==> src/rtl/zombie_spawner.sv <==
// Three independent zombie slots (IDLE/ARM/WAIT/ACTIVE/DEAD) that spawn, walk toward the player and report damage.
// Optional macro ZOMBIE_RESPAWN_EN: a zombie reaching the player respawns at X_START instead of dying.
module zombie_spawner #(
    parameter logic [9:0] X_START  = 10'd620,
    parameter logic [9:0] X_PLAYER = 10'd40
) (
    input  logic       Clk,
    input  logic       Reset_l,
    input  logic       frame_tick,
    input  logic       new_level,
    input  logic       playing,
    input  logic [9:0] zombie_0_speed,
    input  logic [9:0] zombie_1_speed,
    input  logic [9:0] zombie_2_speed,
    input  logic [9:0] zombie_0_delay_spawn,
    input  logic [9:0] zombie_1_delay_spawn,
    input  logic [9:0] zombie_2_delay_spawn,
    input  logic [2:0] zombie_hit,
    output logic [2:0] zombie_alive,
    output logic [9:0] zombie_0_x,
    output logic [9:0] zombie_1_x,
    output logic [9:0] zombie_2_x,
    output logic       enemies,
    output logic [1:0] damage,
    output logic [8:0] o_dbg_state
);

    typedef enum logic [2:0] {
        S_IDLE   = 3'd0,
        S_ARM    = 3'd1,
        S_WAIT   = 3'd2,
        S_ACTIVE = 3'd3,
        S_DEAD   = 3'd4
    } slot_state_t;

    logic [9:0]  w_speed_in [3];
    logic [9:0]  w_delay_in [3];

    slot_state_t r_state    [3];
    slot_state_t w_state_nxt[3];
    logic [9:0]  r_count    [3];
    logic [9:0]  w_count_nxt[3];
    logic [9:0]  r_speed    [3];
    logic [9:0]  w_speed_nxt[3];
    logic [9:0]  r_x        [3];
    logic [9:0]  w_x_nxt    [3];
    logic [9:0]  w_diff     [3];
    logic [2:0]  w_reach;
    logic [2:0]  w_reach_q;

    assign w_speed_in[0] = zombie_0_speed;
    assign w_speed_in[1] = zombie_1_speed;
    assign w_speed_in[2] = zombie_2_speed;
    assign w_delay_in[0] = zombie_0_delay_spawn;
    assign w_delay_in[1] = zombie_1_delay_spawn;
    assign w_delay_in[2] = zombie_2_delay_spawn;

    // Priority per slot: new_level, then !playing, then the normal per-state transition.
    always_comb begin
        for (int i = 0; i < 3; i++) begin
            w_state_nxt[i] = r_state[i];
            w_count_nxt[i] = r_count[i];
            w_speed_nxt[i] = r_speed[i];
            w_x_nxt[i]     = r_x[i];
            w_diff[i]      = r_x[i] - r_speed[i];
            w_reach[i]     = 1'b0;
            if (new_level) begin
                w_state_nxt[i] = S_ARM;
                w_count_nxt[i] = 10'd0;
                w_speed_nxt[i] = 10'd0;
                w_x_nxt[i]     = X_START;
            end else if (!playing) begin
                w_state_nxt[i] = S_IDLE;
                w_count_nxt[i] = 10'd0;
                w_speed_nxt[i] = 10'd0;
                w_x_nxt[i]     = X_START;
            end else begin
                case (r_state[i])
                    S_ARM: begin
                        w_state_nxt[i] = S_WAIT;
                        w_speed_nxt[i] = w_speed_in[i];
                        w_count_nxt[i] = w_delay_in[i];
                    end
                    S_WAIT: begin
                        if (r_count[i] == 10'd0) begin
                            w_state_nxt[i] = S_ACTIVE;
                            w_x_nxt[i]     = X_START;
                        end else if (frame_tick) begin
                            w_count_nxt[i] = r_count[i] - 10'd1;
                        end
                    end
                    S_ACTIVE: begin
                        if (zombie_hit[i]) begin
                            w_state_nxt[i] = S_DEAD;
                        end else if (frame_tick && (r_speed[i] != 10'd0)) begin
                            // x < speed would wrap, so it counts as reaching the player.
                            if ((r_x[i] < r_speed[i]) || (w_diff[i] <= X_PLAYER)) begin
                                w_reach[i] = 1'b1;
`ifdef ZOMBIE_RESPAWN_EN
                                w_x_nxt[i] = X_START;
`else
                                w_state_nxt[i] = S_DEAD;
`endif
                            end else begin
                                w_x_nxt[i] = w_diff[i];
                            end
                        end
                    end
                    default: begin
                        w_state_nxt[i] = r_state[i];
                    end
                endcase
            end
        end
    end

    always_ff @(posedge Clk) begin
        for (int i = 0; i < 3; i++) begin
            if (!Reset_l) begin
                r_state[i] <= S_IDLE;
                r_count[i] <= 10'd0;
                r_speed[i] <= 10'd0;
                r_x[i]     <= X_START;
            end else begin
                r_state[i] <= w_state_nxt[i];
                r_count[i] <= w_count_nxt[i];
                r_speed[i] <= w_speed_nxt[i];
                r_x[i]     <= w_x_nxt[i];
            end
        end
    end

    // Reset wins over a coincident reach in the same cycle.
    assign w_reach_q = w_reach & {3{Reset_l}};
    assign damage    = 2'(w_reach_q[0]) + 2'(w_reach_q[1]) + 2'(w_reach_q[2]);

    always_comb begin
        enemies = 1'b0;
        for (int i = 0; i < 3; i++) begin
            zombie_alive[i] = (r_state[i] == S_ACTIVE);
            if ((r_state[i] == S_ARM) || (r_state[i] == S_WAIT) || (r_state[i] == S_ACTIVE)) begin
                enemies = 1'b1;
            end
        end
    end

    assign zombie_0_x  = r_x[0];
    assign zombie_1_x  = r_x[1];
    assign zombie_2_x  = r_x[2];
    assign o_dbg_state = {r_state[2], r_state[1], r_state[0]};

endmodule

==> config.mk <==
export PLATFORM = sky130hd
export DESIGN_NAME = zombie_spawner
export DESIGN_NICKNAME = d
export VERILOG_FILES = /design/src/rtl/zombie_spawner.sv
export SDC_FILE = /design/constraint.sdc
export NUM_CORES = 1
export LEC_CHECK = 0
export BUFFER_PORTS_ARGS = -buffer_cell sky130_fd_sc_hd__buf_2
export CORE_UTILIZATION = 35
export CTS_CLUSTER_DIAMETER = 120
export CTS_CLUSTER_SIZE = 25
export DETAILED_ROUTE_END_ITERATION = 6
export PLACE_DENSITY = 0.61
export SYNTH_ARGS = -nofsm -noshare
export SYNTH_HDL_FRONTEND = slang
export SYNTH_SLANG_ARGS = --single-unit
export TNS_END_PERCENT = 50
==> constraint.sdc <==
create_clock -name Clk -period 4.4 [get_ports Clk]
set_input_delay 0.44 -clock Clk [delete_from_list [all_inputs] [get_ports Clk]]
set_output_delay 0.44 -clock Clk [all_outputs]
set_load 0.05 [all_outputs]
==> summary.md, run 1 <==
| Metric | Value |
|---|---|
| TritonCTS clock tree | `yes` |
| Final worst-path cycle share | `between 90% and 100%` |
| CTS root buffer | `clkbuf_16` |
| Antenna diodes | `0` |
| Final wirelength | `16.8 mm` |
| Core Box Area | `17400 um2` |
| Critical Path RT | `around 4000 ps` |
| Fin. Hold Viols | `0` |
| Mean Syn Cell Area | `around 7.7 um2` |
| Register Area | `1980 um2` |
| Critical Path End Type | `output port` |
| Commonest cells post-synth | `dfxtp_1, nor2_1, a21oi_1` |
| Max-cap check violation count | `0` |
| Async S/R FF share, synth | `0%` |
| PD cells | `~280 nW/um2` |
| Vias | `slightly below 6000` |
| Cell Area, Placed | `~7000 um2` |
| First-pass GRT wire length | `approximately 27 mm` |
| Outcome | `completed` |
| Maximum VDD drop | `~0.19 mV` |
| Yosys top cell area share | `31.7%` |
| Max_slew headroom | `40.3%` |
| Clk_lat worst skew | `approximately 350 ps` |
| Clk sink count | `99` |
| CP max FO | `6` |
| Crit path from | `r_x[2][0]` |
| Top FF cell, synth | `dfxtp_1` |
| Routability Congestion | `0.880` |
| Net Count, Synth | `a little over 900` |
| Slew Limit Fails | `0` |
| Initial antenna violation count | `0` |
| Crit path DAT | `~3700 ps` |
| Unrepaired setup endpoints after global routing | `false` |
| Post-route cell area | `approximately 7300 um2` |
| Detailed-placement wirelength estimate | `roughly 12 mm` |
| Sequential area share after synthesis | `31.7%` |
| Die Ht | `between 100 and 150 um` |
| Total gr overflow | `0` |
| Yosys top cell by area | `dfxtp_1` |
| Yosys warns | `0` |
| Area Growth Syn to Fin | `17.0%` |
| DRT antenna net count | `0` |
| Mapped Cells | `between 800 and 900` |
| Crit Path Class | `reg2out` |
| Final setup vio count | `0` |
| All-Layer GR Usage | `between 10% and 20%` |
| TritonCTS buffer count | `9` |
| Die ar. | `between 15000 and 20000 um2` |
| Critical Path End | `damage[0]` |
| FF-to-FF setup slack | `about 1100 ps` |
| Critical path launch point type | `flop` |
| Post-synth EDFFs | `0` |
| Worst r2r src | `r_speed[1][0]` |
| Routed len/inst | `between 10 and 15 um` |
| R2R Path End | `r_x[1][5]` |
| Post-Syn Area | `about 6300 um2` |
| H-tree depth | `3` |
| Post-route setup TNS | `0 ps` |
| Path depth of the worst reg2reg path | `12` |
| Peak Freq | `242 MHz` |
| Hold/Removal Path Class | `in2reg` |
| NumNets Final | `slightly above 1000` |
| Largest cells by area after synthesis | `dfxtp_1, ha_1, a21oi_1` |
| Largest net degree at the start of global routing | `72` |
| DRC | `0` |
| Initial DRC Count | `~270` |
| Row count | `between 40 and 50` |
| I/O pin total | `113` |
| Slew @ Worst Pin | `around 890 ps` |
| Synthesized flop and latch total | `just under 100` |
| Area of the multi-input gates | `3840 um2` |
| Final Skew | `10.2 ps` |
| Tmin final | `between 4000 and 5000 ps` |
| Die width | `between 100 and 150 um` |
| Avg Vias per Cell | `5.25` |
| Leak | `approximately 2.8 nW` |
| Port bufs | `112` |
| Synth unique cells | `between 70 and 80` |
| Vias in the first global route | `around 5400` |
| Hold_buf cts | `0` |
| Layout cell share with drive strength beyond 1 | `between 10% and 20%` |
| Max Buffers Root-to-Sink | `2` |
| Count leader, synth | `dfxtp_1` |
| Starting Density | `a little over a third` |
| # fillers | `about 1800` |
| Clk slew on worst S/H paths | `approximately 70 ps` |
| Pre-Repair DR Iteration Count | `5` |
power breakdown:
| part | internal (mW) | switching, mW |
|---|---|---|
| clock network | 0.545 | 0.356 |
| registers | 0.905 | 0.00992 |
| logic | 0.0803 | 0.125 |
| total | 1.53 | 0.492 |
repair_timing:
| action | 4_1_cts | 5_1_grt |
|---|---|---|
| gates resized for setup | 0 | 2 |
| setup endpoints to repair | 0 | 1 |
| buffers inserted | 0 | 1 |
worst max-delay path: stages, from the launching register on:
cell and delay, ps:
dfxtp_1 320, inv_1 70, ha_1 150, inv_1 50, fa_1 400, a211oi_1 270, o21ai_0 170, o21ai_0 120
xor2_1 220, o2111ai_1 190, o21ai_1 360, nor2b_1 290, fa_1 500, buf_2 240
area by class of cell:
| type | count | area share [%] |
|---|---|---|
| multi-input combinational | 604 | 52.5 |
| sequential | 99 | 27.1 |
| timing repair buffer | 121 | 8.59 |
| tap | 225 | 3.85 |
| clock buffer | 12 | 3.65 |
| inverter | 66 | 3.39 |
| clock inverter | 3 | 0.941 |
cells in the final DEF, fill, tap and decap left out, types with 5 or more instances in the layout:
master / count
buf_2: 112
xor2_1: 14
nor2b_1: 10
o21ai_1: 7
a22oi_1: 10
o31ai_1: 5
nor3_1: 19
a31oi_1: 5
a211oi_1: 20
a21oi_1: 77
nand4_1: 5
ha_1: 33
a21oi_2: 6
a21o_1: 12
nand3_1: 15
nor4_1: 10
dfxtp_1: 99
clkbuf_16: 9
o22ai_1: 6
nor3b_1: 5
nand2_1: 66
o21a_1: 8
nor2_1: 96
nand2b_1: 14
or3_1: 7
inv_1: 66
buf_4: 9
and3b_1: 5
a2bb2oi_1: 8
o21ai_0: 45
a211o_1: 6
xnor2_1: 5
worst min-delay path by stage:
stage | start | end | slack, ps | cells after the start
2_1_floorplan | r_speed[2][2] | r_speed[2][2] | 440 | 2
3_3_place_gp | r_speed[2][3] | r_speed[2][3] | 450 | 2
3_5_place_dp | r_speed[2][2] | r_speed[2][2] | 460 | 2
4_1_cts | zombie_1_speed[3] | r_speed[1][3] | 300 | 3
5_1_grt | zombie_1_speed[3] | r_speed[1][3] | 320 | 3
6_report | zombie_1_speed[3] | r_speed[1][3] | 320 | 3
cells by family (layout without fill, tap and decap cells):
kind of cell / after synthesis / count (layout) / synth area share (%)
buffers and inverters: 106 / 202 / 7.19
XOR/XNOR: 19 / 19 / 2.66
AO/OA/AOI/OAI: 269 / 269 / 28.5
adder cells (fa/ha/maj): 37 / 37 / 7.89
flip-flops: 99 / 99 / 31.7
AND/OR/NAND/NOR: 277 / 277 / 21.7
multiplexers: 2 / 2 / 0.320
stage by stage:
step	hold slack, ps	worst slack (ps)	util, %	std cells	power, mW
2_1_floorplan	435	697	-	809	1.07
3_3_place_gp	447	601	40.1	1114	1.14
3_5_place_dp	455	569	40.1	1114	1.14
4_1_cts	305	149	42.0	1129	2.05
5_1_grt	323	19.0	42.1	1130	2.11
6_report	317	269	42.1	1130	2.02
registers in the layout (all words and copies together), names as in the netlist:
name and cells:
r_count 30, r_speed 30, r_x 30, r_state 9
metal layers:
layer / share of wire, % / global-route usage (%) / up-vias
li1: - / - / 3086
met1: 49 / 25.6 / 2721
met2: 46 / 29.8 / 116
met3: 4.2 / 2.96 / 12
met4: 1.3 / 6.43 / 0
met5: 0 / 0 / -
Note: power is estimated with default switching activity, not from simulation.
==> run 2: changes to the inputs <==
Settings changed: PLACE_DENSITY 0.61 to default.
==> run 2 against run 1 <==
Worst setup slack improved by 32 ps. Power decreased by 6.6%. Sequential share of layout area increased by 0.19 points. First-iteration DRC count increased by 29%. Clock-buffer cell count unchanged. Critical endpoint unchanged.
==> summary.md, run 2 (synthesis results as in run 1) <==
| Metric | Value |
|---|---|
| Outcome | `completed` |
| Crit path DAT | `approximately 3700 ps` |
| Final worst-path cycle share | `between 90 and 100%` |
| CTS root buffer | `clkbuf_16` |
| Largest net degree at the start of global routing | `72` |
| Biggest regs | `r_count: 30 flops, r_speed: 30 flops, r_x: 30 flops` |
| Clk sink count | `a little under 100` |
| Final setup vio count | `0` |
| Crit-path max cell delay | `approximately 570 ps` |
| Row count | `between 40 and 50` |
| Pre-Repair DR Iteration Count | `5` |
| DRT antenna net count | `0` |
| DRC | `0` |
| NumNets Final | `between 1000 and 1500` |
| Final wirelength | `~17 mm` |
| Routed len/inst | `roughly 15 um` |
| Most frequent cells in the layout | `buf_2, dfxtp_1, nor2_1` |
| Max_slew headroom | `between 40 and 50%` |
| Leak | `about 2.8 nW` |
| Final hold slack | `around 310 ps` |
| Detailed-placement wirelength estimate | `around 12 mm` |
| Vias | `roughly 5900` |
| Core Box Area | `about 17000 um2` |
| Initial DRC Count | `roughly 340` |
| I/O pin total | `between 100 and 150` |
| First-pass GRT wire length | `approximately 27 mm` |
| Layout cell share with drive strength beyond 1 | `around 18%` |
| Clk slew on worst S/H paths | `about 70 ps` |
| TritonCTS clock tree | `yes` |
| Starting Density | `a little over a third` |
| Fin worst setup slack | `301 ps` |
| All-Layer GR Usage | `18.6%` |
| Peak Freq | `244 MHz` |
| CP Cell Sequence | `inv_1 > ha_1 > inv_1 > fa_1 > a21o_1 > a21oi_1 > o21ai_0 > xor2_1 > a211oi_2 > a31oi_1 > nor2_1 > fa_1 > buf_2` |
| Path depth of the worst reg2reg path | `12` |
| Slew Limit Fails | `0` |
| Worst slack at placement | `around 610 ps` |
| Critical Path End Type | `output port` |
| M3 GR Usage | `under 10%` |
| Die width | `~140 um` |
| Die Ht | `roughly 140 um` |
| TritonCTS buffer count | `9` |
| Max-cap check violation count | `0` |
| Fin. Hold Viols | `0` |
| Maximum VDD drop | `approximately 0.18 mV` |
| Max Buffers Root-to-Sink | `2` |
| Layout Utilization | `a little over two fifths` |
| Commonest non-fill, non-tap cell in the layout | `buf_2` |
| Area Growth Syn to Fin | `16.2%` |
| Vias in the first global route | `5391` |
| Routability Congestion | `0.876` |
| Tmin final | `just over 4000 ps` |
| Slew @ Worst Pin | `around 900 ps` |
| Avg Vias per Cell | `~5.3` |
| Critical path launch point type | `flop` |
| Critical Path RT | `about 4000 ps` |
| Cell Area, Placed | `approximately 7000 um2` |
| Initial antenna violation count | `0` |
| H-tree depth | `3` |
| Final Skew | `9.69 ps` |
| Clk_lat worst skew | `approximately 350 ps` |
| CP max FO | `4` |
| Antenna diodes | `0` |
| Routing usage on met2 | `between 20% and 30%` |
| Worst hold path cell count | `3` |
| Port bufs | `112` |
| Layer with the highest usage | `met2` |
| PD cells | `between 200 and 300 nW/um2` |
| Crit Path Class | `reg2out` |
| Die ar. | `between 15000 and 20000 um2` |
| Crit path max-delay cell type | `fa_1` |
| GR Layer Usage met1 | `26.0%` |
| Hold/Removal Path Class | `in2reg` |
| Hold_buf cts | `0` |
| Total gr overflow | `0` |
| Post-route cell area | `between 7000 and 8000 um2` |
[run 2: area by class of cell]
cell class | count | area, um2
Sequential cell | 99 | 1980
Inverter | 66 | 248
Clock buffer | 12 | 256
Fill cell | 1784 | 10100
Multi-Input combinational cell | 604 | 3840
Clock inverter | 4 | 23.8
Timing Repair Buffer | 121 | 628
Tap cell | 225 | 282
[run 2: timing repair]
item	in CTS	in global routing
endpoints found under the setup margin	0	1
gates resized for setup	0	3
setup buffers	0	0
[run 2: worst paths after layout]
| path | from | end | slack (ps) |
|---|---|---|---|
| min | zombie_1_speed[3] | r_speed[1][3] | 310 |
| max reg2reg | r_x[1][0] | r_x[1][5] | 1180 |
| min reg2reg | r_speed[2][2] | r_speed[2][2] | 460 |
| max | r_x[0][0] | damage[0] | 300 |
[run 2: per-stage QoR]
| step | std cells | power [mW] | setup TNS [ps] |
|---|---|---|---|
| after floorplan | 809 | 1.07 | 0 |
| after global placement | 1115 | 1.14 | 0 |
| after detailed placement | 1115 | 1.14 | 0 |
| after CTS | 1131 | 1.92 | 0 |
| after global routing | 1131 | 1.98 | -14.4 |
| final | 1131 | 1.89 | 0 |
[run 2: layer usage]
metal	part of all wire, %	wire length, um
met5	0	0
met4	1.0	166
met3	4.1	669
met2	45	7420
met1	50	8260
[run 2: where the power goes]
part / switching (mW) / internal, mW / leakage (nW)
Combinational: 0.125 / 0.0802 / 1.88
Clock: 0.354 / 0.414 / 0.143
Sequential: 0.00989 / 0.905 / 0.800
Total: 0.489 / 1.40 / 2.83
[run 2: critical path, delay by kind of cell, from the launching register on]
kind            cells  cell delay, ps
fa+ha+maj           3            1160
xor+xnor            1             250
compound gates      5            1060
simple gates        1             130
buf+inv             3             390
flops               1             320
==> run 3: changes to the inputs <==
Settings changed: RECOVER_POWER from default to 100.
==> run 3 against run 2 <==
Worst setup slack improved by 10 ps. Clock-buffer cell count is the same. Global-route usage is the same. Register-to-register slack got worse by 90 ps. Maximum frequency rose by 0.25%. Via count stayed put. Sequential power hardly changed. Combinational power hardly changed. Critical path type unchanged. Power hardly changed.
==> summary.md, run 3 (synthesis results as in run 1) <==
| Metric | Value |
|---|---|
| First-pass GRT wire length | `about 27 mm` |
| Vias in the first global route | `between 5000 and 6000` |
| Routability Congestion | `just under 0.9` |
| Clk sink count | `just under 100` |
| DRC | `0` |
| Commonest non-fill, non-tap cell in the layout | `dfxtp_1` |
| Clk_lat worst skew | `approximately 350 ps` |
| Outcome | `completed` |
| TritonCTS clock tree | `yes` |
| Hold/Removal Path Class | `in2reg` |
| Clk slew on worst S/H paths | `around 70 ps` |
| Die Ht | `around 140 um` |
| Register Area | `1980 um2` |
| Final Skew | `9.44 ps` |
| Layout cell share with drive strength beyond 1 | `between 10% and 20%` |
| H-tree depth | `3` |
| NumNets Final | `1006` |
| Leak | `between 2 and 3 nW` |
| Final worst-path cycle share | `about 93%` |
| Area of the multi-input gates | `~3800 um2` |
| Biggest regs | `r_count: 30 flops, r_speed: 30 flops, r_x: 30 flops` |
| # fillers | `between 1500 and 2000` |
| Die width | `approximately 140 um` |
| Initial DRC Count | `321` |
| Largest net degree at the start of global routing | `between 70 and 80` |
| Most frequent cells in the layout | `dfxtp_1, nor2_1, a21oi_1` |
| Critical Path RT | `between 3000 and 4000 ps` |
| Final wirelength | `around 17 mm` |
| Slew Limit Fails | `0` |
| Max-cap check violation count | `0` |
| Total gr overflow | `0` |
| Critical path launch point type | `flop` |
| TritonCTS buffer count | `9` |
| Starting Density | `approximately 36%` |
| Maximum VDD drop | `between 0.15 and 0.2 mV` |
| Hold_buf cts | `0` |
| Max Buffers Root-to-Sink | `2` |
| Die ar. | `~18000 um2` |
| Final hold slack | `about 320 ps` |
| Port bufs | `about 110` |
| I/O pin total | `113` |
| Routed len/inst | `14.6 um` |
| PD cells | `263 nW/um2` |
| DRT antenna net count | `0` |
| Avg Vias per Cell | `5.25` |
| Max_slew headroom | `34.9%` |
| Cell Area, Placed | `roughly 7000 um2` |
| Crit path DAT | `3650 ps` |
| Slew @ Worst Pin | `~1000 ps` |
| Detailed-placement wirelength estimate | `~12 mm` |
| Crit Path Class | `reg2out` |
| CP max FO | `3` |
| Peak Freq | `between 200 and 250 MHz` |
| Antenna diodes | `0` |
| Row count | `48` |
| Pre-Repair DR Iteration Count | `4` |
| Final setup vio count | `0` |
| CTS root buffer | `clkbuf_16` |
| Area Growth Syn to Fin | `15.0%` |
| All-Layer GR Usage | `between 10% and 20%` |
| Critical Path End Type | `output port` |
| Tmin final | `roughly 4100 ps` |
| Core Box Area | `17400 um2` |
| Placed Cells | `1115` |
| Final Non-Filler Cells | `about 1100` |
| Fin. Hold Viols | `0` |
| Post-route cell area | `around 7200 um2` |
| Initial antenna violation count | `0` |
| Vias | `roughly 5900` |
[run 3: cell count changes in the layout (fill, tap and decap cells not counted)]
cell	before	now
buf_4	9	6
and2_0	1	2
a21o_1	12	13
a31oi_1	5	6
a31oi_2	1	0
and2_1	4	3
a21o_2	1	0
clkbuf_1	1	47
buf_2	112	69
[run 3: metal layers]
metal	vias to the layer above	global-route usage, %	share of wire [%]
met2	125	28.9	45
met3	10	3.22	4.1
met5	-	0	0
li1	3081	-	-
met1	2727	26.0	50
met4	0	5.81	1.0
[run 3: final timing paths]
path / to / startpoint / slack (ps) / cells after the start
min reg2reg: r_speed[2][2] / r_speed[2][2] / 460 / 2
max reg2reg: r_x[2][4] / r_count[2][0] / 1090 / 10
min: r_speed[1][3] / zombie_1_speed[3] / 320 / 3
max: damage[0] / r_x[1][0] / 310 / 15
[run 3: repair_timing]
| action | 4_1_cts | 5_1_grt |
|---|---|---|
| buffers inserted | 0 | 0 |
| resized for setup | 0 | 3 |
| endpoints found under the setup margin | 0 | 1 |
[run 3: cell type report]
type	count	area share (%)
clock buffers	12	3.57
clock inverters	4	0.331
inverters	66	3.45
multi-input cells	604	53.3
flip-flops and latches	99	27.6
well taps	225	3.92
repair buffers	121	7.83
[run 3: report_power, final]
part | internal [mW] | switching (mW)
clock network | 0.415 | 0.358
registers | 0.905 | 0.00977
logic | 0.0776 | 0.125
total | 1.40 | 0.493
[run 3: critical path: stages, from the launching register on]
cell      delay (ps)
dfxtp_1          320
inv_1             60
ha_1             150
inv_1             50
fa_1             430
a211oi_2         240
o21ai_0          120
a31oi_1          280
xor2_1           220
o2111a_1         250
a21o_1           150
nand2_1           70
nor4_2           140
buf_4            150
fa_1             420
buf_2            230
[run 3: stage by stage]
step / setup TNS, ps / setup slack [ps] / total power, mW / utilization (%)
5_1_grt: -15.5 / -15.5 / 1.98 / 41.4
6_report: 0 / 311 / 1.89 / 41.4
3_3_place_gp: 0 / 653 / 1.14 / 40.1
3_5_place_dp: 0 / 612 / 1.14 / 40.1
4_1_cts: 0 / 190 / 1.92 / 41.7
2_1_floorplan: 0 / 697 / 1.07 / -
